`src/rtl/seg7_scan_mux_pkg.sv`:
```
// Shared display constants and types for multiplexed 7-segment drivers.
// Digit count and off patterns are reused by num_to_seg7_0_9 users.
package seg7_scan_mux_pkg;

  localparam int unsigned NUM_DIGITS = 3;
  localparam int unsigned SEG_W      = 7;
  localparam int unsigned IDX_W      = 2;

  localparam logic [SEG_W-1:0] SEG_OFF_ACT_LOW  = 7'h7F;
  localparam logic [SEG_W-1:0] SEG_OFF_ACT_HIGH = 7'h00;

  typedef struct packed {
    logic             dpt;
    logic [SEG_W-1:0] seg;
  } digit_t;

  function automatic logic [SEG_W-1:0] seg_off(input bit act_low);
    return act_low ? SEG_OFF_ACT_LOW : SEG_OFF_ACT_HIGH;
  endfunction

  function automatic logic [NUM_DIGITS-1:0] dig_onehot(input logic [IDX_W-1:0] idx);
    logic [NUM_DIGITS-1:0] oh;
    oh = '0;
    case (idx)
      IDX_W'(0): oh = 3'b001;
      IDX_W'(1): oh = 3'b010;
      IDX_W'(2): oh = 3'b100;
      default:   oh = '0;
    endcase
    return oh;
  endfunction

endpackage

```
`src/rtl/scan_timer.sv`:
```
// Slot timer: registered enable, per-slot cycle counter and digit index.
// frame_end_c marks the last cycle of the last digit slot while running.
module scan_timer
  import seg7_scan_mux_pkg::*;
#(
  parameter int unsigned SCAN_DIV = 50000,
  localparam int unsigned CNT_W   = $clog2(SCAN_DIV)
) (
  input  logic             clk,
  input  logic             rst,
  input  logic             en,
  output logic             run,
  output logic [CNT_W-1:0] cnt,
  output logic [IDX_W-1:0] idx,
  output logic             frame_end_c
);

  logic slot_end_c;
  logic last_idx_c;

  assign slot_end_c  = run && (cnt == CNT_W'(SCAN_DIV - 1));
  assign last_idx_c  = (idx == IDX_W'(NUM_DIGITS - 1));
  assign frame_end_c = slot_end_c && last_idx_c;

  // Counter and index freeze whenever run is low, so en toggles resume in place.
  always_ff @(posedge clk) begin
    if (!rst) begin
      run <= 1'b0;
      cnt <= '0;
      idx <= '0;
    end else begin
      run <= en;
      if (run) begin
        if (slot_end_c) begin
          cnt <= '0;
          idx <= last_idx_c ? '0 : idx + IDX_W'(1);
        end else begin
          cnt <= cnt + CNT_W'(1);
        end
      end
    end
  end

endmodule

```
`src/rtl/seg7_scan_mux.sv`:
```
// Three-digit 7-segment scan multiplexer with frame-coherent shadow registers
// and per-slot blanking; outputs decode registered state only.
module seg7_scan_mux
  import seg7_scan_mux_pkg::*;
#(
  parameter int unsigned SCAN_DIV  = 50000,
  parameter int unsigned BLANK_CYC = 500,
  parameter bit          ACT_LOW   = 1'b1
) (
  input  logic             clk,
  input  logic             rst,
  input  logic             en,
  input  logic [SEG_W-1:0] seg7_0,
  input  logic [SEG_W-1:0] seg7_1,
  input  logic [SEG_W-1:0] seg7_2,
  input  logic             seg7_0_dpt,
  input  logic             seg7_1_dpt,
  input  logic             seg7_2_dpt,
  output logic [SEG_W-1:0] seg_out,
  output logic             seg_dpt,
  output logic [2:0]       dig_sel,
  output logic             frame_tick
);

  localparam int unsigned CNT_W = $clog2(SCAN_DIV);

  logic             run;
  logic [CNT_W-1:0] cnt;
  logic [IDX_W-1:0] idx;
  logic             frame_end_c;
  digit_t           shadow [NUM_DIGITS];
  digit_t           cur_c;
  logic             active_c;

  scan_timer #(
    .SCAN_DIV (SCAN_DIV)
  ) u_scan_timer (
    .clk         (clk),
    .rst         (rst),
    .en          (en),
    .run         (run),
    .cnt         (cnt),
    .idx         (idx),
    .frame_end_c (frame_end_c)
  );

  // Inputs are captured only at the frame boundary so each frame is coherent.
  always_ff @(posedge clk) begin
    if (!rst) begin
      frame_tick <= 1'b0;
      for (int unsigned i = 0; i < NUM_DIGITS; i++) begin
        shadow[i] <= '0;
      end
    end else begin
      frame_tick <= frame_end_c;
      if (frame_end_c) begin
        shadow[0] <= {seg7_0_dpt, seg7_0};
        shadow[1] <= {seg7_1_dpt, seg7_1};
        shadow[2] <= {seg7_2_dpt, seg7_2};
      end
    end
  end

  // Output decode; only dig_sel is polarity-adjusted, segments pass through.
  always_comb begin
    active_c = run && (cnt >= CNT_W'(BLANK_CYC));
    cur_c    = '0;
    seg_out  = seg_off(ACT_LOW);
    seg_dpt  = ACT_LOW;
    dig_sel  = ACT_LOW ? 3'b111 : 3'b000;
    case (idx)
      IDX_W'(0): cur_c = shadow[0];
      IDX_W'(1): cur_c = shadow[1];
      IDX_W'(2): cur_c = shadow[2];
      default:   cur_c = '0;
    endcase
    if (active_c) begin
      seg_out = cur_c.seg;
      seg_dpt = cur_c.dpt;
      dig_sel = ACT_LOW ? ~dig_onehot(idx) : dig_onehot(idx);
    end
  end

endmodule

```
`config.mk`:
```
export PLATFORM = sky130hd
export DESIGN_NAME = seg7_scan_mux
export DESIGN_NICKNAME = d
export VERILOG_FILES = /design/src/rtl/seg7_scan_mux_pkg.sv /design/src/rtl/scan_timer.sv /design/src/rtl/seg7_scan_mux.sv
export SDC_FILE = /design/constraint.sdc
export NUM_CORES = 1
export LEC_CHECK = 0
export BUFFER_PORTS_ARGS = -buffer_cell sky130_fd_sc_hd__buf_2
export CAP_MARGIN = 20
export CELL_PAD_IN_SITES_DETAIL_PLACEMENT = 1
export CELL_PAD_IN_SITES_GLOBAL_PLACEMENT = 1
export CORE_MARGIN = 4
export CORE_UTILIZATION = 25
export DETAILED_ROUTE_END_ITERATION = 10
export GPL_TIMING_DRIVEN = 0
export PLACE_DENSITY = 0.6
export REMOVE_ABC_BUFFERS = 1
export SLEW_MARGIN = 10
export SYNTH_ARGS = -nofsm -noshare
export SYNTH_HDL_FRONTEND = slang
export SYNTH_SLANG_ARGS = --single-unit
```
`constraint.sdc`:
```
create_clock -name clk -period 2.3 [get_ports clk]
set_input_delay 0.23 -clock clk [delete_from_list [all_inputs] [get_ports clk]]
set_output_delay 0.23 -clock clk [all_outputs]
set_load 0.02 [all_outputs]
```
==> qor.log, run 1 <==
qor: yosys.post-synth-top-area-cell edfxtp_1
qor: grt.antenna_violations_before_repair 0
qor: yosys.post_synth.cell_area_avg 10.8 sq um
qor: placed_design.post-place-ws -0.560 ns
qor: placed_design.gp_congestion 0.694
qor: floorplanning.dieWidth 98.5 um
qor: yosys.yosysTopAreaCellShare 35.2%
qor: cts.max-clock-path-buffers 2
qor: cts.cts_num_sinks 44
qor: critical_path.setup.worst_path.start_class flip-flop
qor: min_path.holdPathEnd u_scan_timer.run
qor: timing.rsz0062_at_grt true
qor: critical_path.worstPathArrival 2.03 ns
qor: grt.pin_count_of_the_biggest_net_entering_global_routing 26
qor: critical_path.ff2ff_path_depth 5
qor: cts.cts_tree built
qor: min_path.hold_path_startpoint en
qor: yosys.postSynthCellCount 189
qor: cts.cts.clk_slew.worst_paths 0.08 ns
qor: route.route.detailed.vias_per_inst 4.47
qor: layout.layout-drive-gt1-share 24.9%
qor: timing.worstMarginPinSlew 0.641 ns
qor: layout.antenna_cells_inserted 0
qor: route.drt.antenna.violating_nets 0
qor: floorplanning.initial_utilization 26.1%
qor: layout.area_growth 22.4%
qor: critical_path.startpoint_of_the_lowest_slack_register_to_register_path u_scan_timer.cnt[10]
qor: cts.h-tree-depth 2
qor: grt.groute.usage.overall 9.80%
qor: timing.finalSetupViolCount 0
qor: route.vias 1478
qor: critical_path.worstReg2RegEnd shadow[0][18]
qor: critical_path.endpoint_kind output port
qor: floorplanning.core_area 7850 sq um
qor: power.p_leak 0.871 nW
qor: floorplanning.dieArea 9710 sq um
qor: layout.design_area 2510 sq um
qor: layout.fill_cells 925
qor: floorplanning.ioPinCount 39
qor: yosys.synth.yosys.seq_area_share 54.7%
qor: timing.totalNegativeSetupSlack 0 ns
qor: placed_design.io_buffer_count 38
qor: power.power.sequential.fraction 53.3%
qor: outcome.outcome finished, final reports clean
qor: yosys.cell_area_after_technology_mapping 2050 sq um
qor: critical_path.worstSetupPathType flip-flop to output port
qor: yosys.postSynthRegisterBits 44
qor: timing.final-max-slew-violation-count 0
qor: grt.global_route.overflow_total 0
qor: route.drc 0
qor: critical_path.timing.reg2reg.setup_slack 0.21 ns
qor: cts.cts_hold_buffers 0
qor: power.power.density 635 nW/um^2
qor: timing.max_freq 442 MHz
qor: layout.nNetsFinal 257
qor: floorplanning.core.rowCount 32
qor: min_path.worstHoldPathType primary input to flip-flop
qor: timing.fin_worst_skew 0.00821 ns
qor: grt.wire_length_of_the_first_global_routing_pass 7740 um
qor: critical_path.critical_path_peak_fanout 5
qor: route.drt-total-wl 4390 um
qor: timing.final-hold-violation-count 0
qor: floorplanning.chipHeight 98.5 um
qor: route.wire_per_inst 13.3 um
qor: placed_design.dpl-instance-area 2310 sq um
qor: job.cap_violations 0
qor: power.power.ir.vdd_worst 0.207 mV
qor: timing.minimum_clock_period 2.26 ns
qor: cts.clock_latency 0.29 ns
qor: yosys.yosysUniqueCellTypes 30
qor: cts.cts-buffers-inserted 5
qor: placed_design.dpl.hpwl 3070 um
qor: timing.final.setup.worst_slack 0.0361 ns
qor: route.dr.pass1.iters 4
qor: route.first_iter_violations 33
qor: power.share_comb_of_total_power 2.8%
qor: critical_path.cp_data_required_time 2.07 ns
qor: power.internal-power 1.30 mW
qor: yosys.synth_area_leaders edfxtp_1 (35%), dfxtp_1 (20%), and2_1 (7.9%), mux2i_1 (4.9%), xnor2_1 (3.4%)
qor: power.netSwitchingFraction 18.5%
qor: yosys.yosys_warnings 0
qor: power.power.switching 295 uW
qor: grt.grt_pass1_vias 1661
qor: timing.slew-limit-headroom 57.2%
qor: cts.cts-root-buf clkbuf_8
qor: timing.period_share 98.4%
qor: min_path.holdPathStages 2
qor: power.clkPwrFrac 43.9%
[worst max path at each step]
| stage | startpoint | to | slack (ns) | cells after the start |
|---|---|---|---|---|
| after CTS | u_scan_timer.cnt[10] | seg_out[0] | 0.001 | 5 |
| after floorplan | u_scan_timer.cnt[10] | shadow[0][0] | -0.04 | 4 |
| final | u_scan_timer.cnt[10] | seg_out[0] | 0.04 | 5 |
| after global routing | u_scan_timer.cnt[4] | seg_out[2] | -0.06 | 5 |
| after detailed placement | u_scan_timer.cnt[0] | shadow[0][13] | -0.56 | 5 |
| after global placement | u_scan_timer.cnt[3] | shadow[0][11] | -0.47 | 4 |
[layer usage]
metal / share of wire [%] / GRT usage (%) / routed length [um]
met1: 47 / 11.7 / 2050
met2: 48 / 17.4 / 2110
met3: 4.0 / 1.98 / 175
met4: 1.4 / 3.47 / 60
met5: 0 / 0 / 0
[through the flow]
step                      instances  hold WS (ns)  total power, mW  util, %
after floorplan                 178         0.348            0.882        -
after detailed placement        318         0.444            0.912     29.4
final                           331         0.142             1.59     32.0
after CTS                       330         0.138             1.61     31.8
after global routing            331         0.161             1.65     32.0
after global placement          318         0.439            0.910     29.4
[what timing repair did]
| item | 4_1_cts | 5_1_grt |
|---|---|---|
| setup endpoints to repair | 49 | 73 |
| buffers inserted | 3 | 1 |
| gates cloned | 1 | 0 |
| gates resized for setup | 6 | 1 |
| pin swaps | 2 | 0 |
[power by group through the flow]
stage | Combinational, mW | Sequential [mW] | Clock, mW
6_report | 0.0452 | 0.848 | 0.698
5_1_grt | 0.0528 | 0.851 | 0.746
4_1_cts | 0.0465 | 0.849 | 0.714
3_5_place_dp | 0.0447 | 0.868 | 0
3_3_place_gp | 0.0443 | 0.866 | 0
2_1_floorplan | 0.0177 | 0.865 | 0
[critical path, cell delays in order, from the launching register on]
cell,delay [ns]
dfxtp_1,0.36
or4_4,0.60
nor4_4,0.22
a21oi_1,0.22
o211ai_1,0.15
buf_2,0.20
[placed cells by master (no fill, tap or decap), types with 2 or more instances in the layout]
cell       netlist  final
nand3_1          2      2
xor2_1           6      6
and3_1           2      2
dfxtp_1         20     20
bufinv_16        0      2
nor2_1          18     18
buf_4            0      4
and2_1          26     26
xnor2_1          8      8
o211ai_1         9      9
buf_2            1     38
nand4_1          8      8
nor3_1           2      2
nor4_1           5      4
inv_1            3      3
clkbuf_8         0      5
and4_1           2      2
mux2i_1         10     10
nor2b_1          4      3
nor4_4           1      2
edfxtp_1        24     24
nand2_1         18     17
ha_1             2      2
[state kept, by name (all words and copies together), names as in the netlist]
register,cells
u_scan_timer.run,1
shadow,24
u_scan_timer.cnt,16
u_scan_timer.idx,2
frame_tick,1
[layout make-up]
| cell class | instances | area, sq um | share of cell area [%] |
|---|---|---|---|
| clock buffer | 6 | 72.6 | 2.89 |
| clock inverter | 2 | 60.1 | 2.40 |
| inverter | 3 | 11.3 | 0.449 |
| multi-input combinational | 132 | 895 | 35.7 |
| sequential | 44 | 1120 | 44.7 |
| tap | 102 | 128 | 5.09 |
| timing repair buffer | 42 | 220 | 8.78 |
[cells by family (layout without fill, tap and decap cells)]
kind of cell | count (synthesis) | after routing | share of synthesized area [%]
muxes | 10 | 10 | 4.89
DFF | 44 | 44 | 54.7
and+or+nand+nor | 93 | 93 | 25.6
xor gates and xnor gates | 14 | 14 | 5.99
buffers and inverters | 14 | 53 | 3.36
AOI/OAI and AO/OA | 12 | 13 | 4.21
adders and majority gates | 2 | 2 | 1.22
[cell usage after synthesis]
cell	instances
nor4_1	5
xnor2_1	8
nor2_1	18
and3_4	1
nand4bb_1	1
o22ai_1	1
and4_1	2
and3_1	2
buf_6	2
ha_1	2
buf_2	1
inv_1	3
a21oi_1	1
o211ai_1	9
edfxtp_1	24
nor4_4	1
clkbuf_1	8
nor3_1	2
nand2_1	18
nand3_1	2
nor2b_1	4
xor2_1	6
o21a_1	1
or4_4	1
nand4_1	8
nand2b_1	1
and2_1	26
nand4b_1	1
dfxtp_1	20
mux2i_1	10
Note: power is estimated with default switching activity, not from simulation.
==> run 2, diff against run 1 <==
- PLACE_DENSITY: 0.6 -> not set
- PLACE_DENSITY_LB_ADDON: not set -> 0.1
- TNS_END_PERCENT: not set -> 10
==> qor.log, run 2 (synthesis gave the netlist of run 1 again) <==
qor: timing.minimum_clock_period 2.22 ns [-0.0470 ns]
qor: layout.nNetsFinal 256 [-0.39%]
qor: placed_design.io_buffer_count 38 [unchanged]
qor: layout.final_cells 330 [-0.30%]
qor: cts.cts-root-buf clkbuf_8
qor: cts.cts-buffers-inserted 5 [unchanged]
qor: floorplanning.chipHeight 98.5 um [unchanged]
qor: placed_design.dpl.hpwl 3170 um [+3.1%]
qor: placed_design.placed_cells 318 [unchanged]
qor: layout.fill_cells 926 [+0.11%]
qor: critical_path.crit_chain or4_4 > nor4_4 > a21oi_4 > buf_12 > o211ai_1 > buf_2
qor: route.routed_metal_1_wirelength 2190 um [+6.6%]
qor: route.drt.antenna.violating_nets 0 [unchanged]
qor: layout.largest_register_ff_count 24 [unchanged]
qor: grt.wire_length_of_the_first_global_routing_pass 7660 um [-1.1%]
qor: timing.fin_worst_skew 0.0146 ns [+0.00636 ns]
qor: floorplanning.initial_utilization 26.1% [unchanged]
qor: critical_path.startpoint_of_the_lowest_slack_register_to_register_path u_scan_timer.cnt[3]
qor: grt.pin_count_of_the_biggest_net_entering_global_routing 26 [unchanged]
qor: layout.area_growth 23.0%
qor: route.wire_per_inst 13.7 um [+3.2%]
qor: layout.antenna_cells_inserted 0 [unchanged]
qor: route.wl_met2 2110 um [+0.28%]
qor: grt.antenna_violations_before_repair 0 [unchanged]
qor: floorplanning.dieWidth 98.5 um [unchanged]
qor: critical_path.critPathMaxStageDelay 0.59 ns [about the same]
qor: timing.holdWs 0.139 ns [-0.00267 ns]
qor: timing.period_share 96.4% [-2.0 points]
qor: layout.biggest_registers_after_layout shadow: 24 flops, u_scan_timer.cnt: 16 flops, u_scan_timer.idx: 2 flops
qor: min_path.worstHoldPathType primary input to flip-flop
qor: critical_path.timing.reg2reg.setup_slack 0.29 ns [+0.08 ns]
qor: grt.groute.usage.overall 9.91% [+0.12 points]
qor: floorplanning.dieArea 9710 sq um [unchanged]
qor: floorplanning.ioPinCount 39 [unchanged]
qor: route.route.detailed.vias_per_inst 4.47 [+0.17%]
qor: critical_path.critical_path.startpoint u_scan_timer.cnt[10]
qor: cts.h-tree-depth 2 [unchanged]
qor: critical_path.cp_data_required_time 2.07 ns [about the same]
qor: timing.final.setup.worst_slack 0.0832 ns [+0.0470 ns]
qor: critical_path.number_of_buffers_and_inverters_on_the_critical_path 2 [+1]
qor: power.power.ir.vdd_worst 0.267 mV [+29%]
qor: layout.layout.cells.most_common_list buf_2 (37), and2_1 (26), edfxtp_1 (24)
qor: critical_path.crit_path_slowest_cell or4_4
qor: cts.clock_latency 0.30 ns [about the same]
qor: cts.cts_hold_buffers 0 [unchanged]
qor: cts.cts_num_sinks 44 [unchanged]
qor: floorplanning.core.rowCount 32 [unchanged]
qor: critical_path.worstSetupPathDepth 6 [+1]
qor: route.drt-total-wl 4520 um [+2.9%]
qor: grt.global_route.overflow_total 0 [unchanged]
qor: grt.grt_pass1_vias 1588 [-4.4%]
qor: route.first_iter_violations 29 [-12%]
qor: critical_path.worstSetupPathType flip-flop to output port
qor: critical_path.endpoint_kind output port
qor: timing.slew-limit-headroom 52.2% [-5.0 points]
qor: layout.layout-drive-gt1-share 25.4% [+0.55 points]
qor: timing.final-hold-violation-count 0 [unchanged]
qor: cts.max-clock-path-buffers 2 [unchanged]
qor: layout.max_flop_register shadow
qor: route.dr.pass1.iters 4 [unchanged]
qor: power.power.density 605 nW/um^2 [-4.7%]
qor: route.drc 0 [unchanged]
qor: job.cap_violations 0 [unchanged]
qor: critical_path.endpoint seg_out[6]
qor: critical_path.critical_path_peak_fanout 11 [+6]
qor: critical_path.cp_top_family simple AND/OR/NAND/NOR gates
qor: timing.max_freq 451 MHz [+2.1%]
qor: placed_design.post-place-ws -0.564 ns [-0.00385 ns]
qor: timing.finalSetupViolCount 0 [unchanged]
qor: cts.cts_tree built
qor: cts.cts.clk_slew.worst_paths 0.09 ns [about the same]
qor: timing.worstMarginPinSlew 0.716 ns [+0.0752 ns]
qor: timing.final-max-slew-violation-count 0 [unchanged]
qor: route.met3WireLength 173 um [-1.1%]
qor: placed_design.gp_congestion 0.668 [-3.8%]
qor: layout.layout_commonest_cell buf_2
qor: route.routed.top_layer met4
qor: critical_path.setup.worst_path.start_class flip-flop
qor: route.vias 1476 [-0.14%]
qor: critical_path.ff2ff_path_depth 4 [-1]
qor: power.p_leak 0.870 nW [-0.13%]
qor: floorplanning.core_area 7850 sq um [unchanged]
qor: outcome.outcome finished, final reports clean
qor: critical_path.worstReg2RegEnd shadow[0][10]
qor: critical_path.worstPathArrival 1.99 ns [-0.04 ns]
## run 2: changes by cell type in the layout (fill, tap and decap cells not counted), sizes merged
cell	change
a21oi	-1
bufinv	-1
clkinv	+1
## run 2: through the flow
step,util [%],TNS [ns],instance area (sq um),power (mW)
global route,32.1,-0.0227,2520,1.59
global placement,29.4,-15.73,2310,0.912
detailed placement,29.4,-15.57,2310,0.913
CTS,31.3,-0.371,2450,1.56
floorplan,-,-0.881,1990,0.882
finish,32.1,0,2520,1.52
## run 2: power breakdown
part | switching, mW | total, mW | leakage (nW) | internal (mW)
logic | 0.0239 | 0.0458 | 0.397 | 0.0219
clock network | 0.275 | 0.630 | 0.0614 | 0.355
registers | 0.00738 | 0.848 | 0.412 | 0.841
total | 0.306 | 1.52 | 0.870 | 1.22
## run 2: area by class of cell
type	instances	area (sq um)	area share (%)
Sequential cell	44	1120	44.5
Clock buffer	6	82.6	3.28
Clock inverter	2	38.8	1.54
Timing Repair Buffer	42	235	9.34
Tap cell	102	128	5.07
Multi-Input combinational cell	131	902	35.8
Inverter	3	11.3	0.447
## run 2: worst min-delay path by stage
| stage | from | endpoint | depth (start not counted) |
|---|---|---|---|
| after detailed placement | en | u_scan_timer.run | 2 |
| final | en | u_scan_timer.run | 2 |
| after CTS | en | u_scan_timer.run | 2 |
| after global placement | en | u_scan_timer.run | 2 |
| after global routing | en | u_scan_timer.run | 2 |
| after floorplan | rst | u_scan_timer.cnt[0] | 1 |
## run 2: repair_timing
| item | 4_1_cts | 5_1_grt |
|---|---|---|
| hold endpoints to repair | 0 | 0 |
| pin swaps | 1 | 2 |
| endpoints found under the setup margin | 71 | 55 |
| resized for setup | 5 | 5 |
| buffers inserted | 1 | 3 |
## run 2: worst reg2reg max path: stages (launching register included)
cell and delay (ns):
dfxtp_1 0.55, nand4_1 0.29, nor4_4 0.39, nand2_1 0.14, nand2_4 0.29
## run 2: layer usage
layer  vias to the layer above  global-route usage, %
li1                        738                      -
met1                       709                   13.1
met2                        25                   15.7
met3                         4                   3.04
met4                         0                   2.84
met5                         -                      0
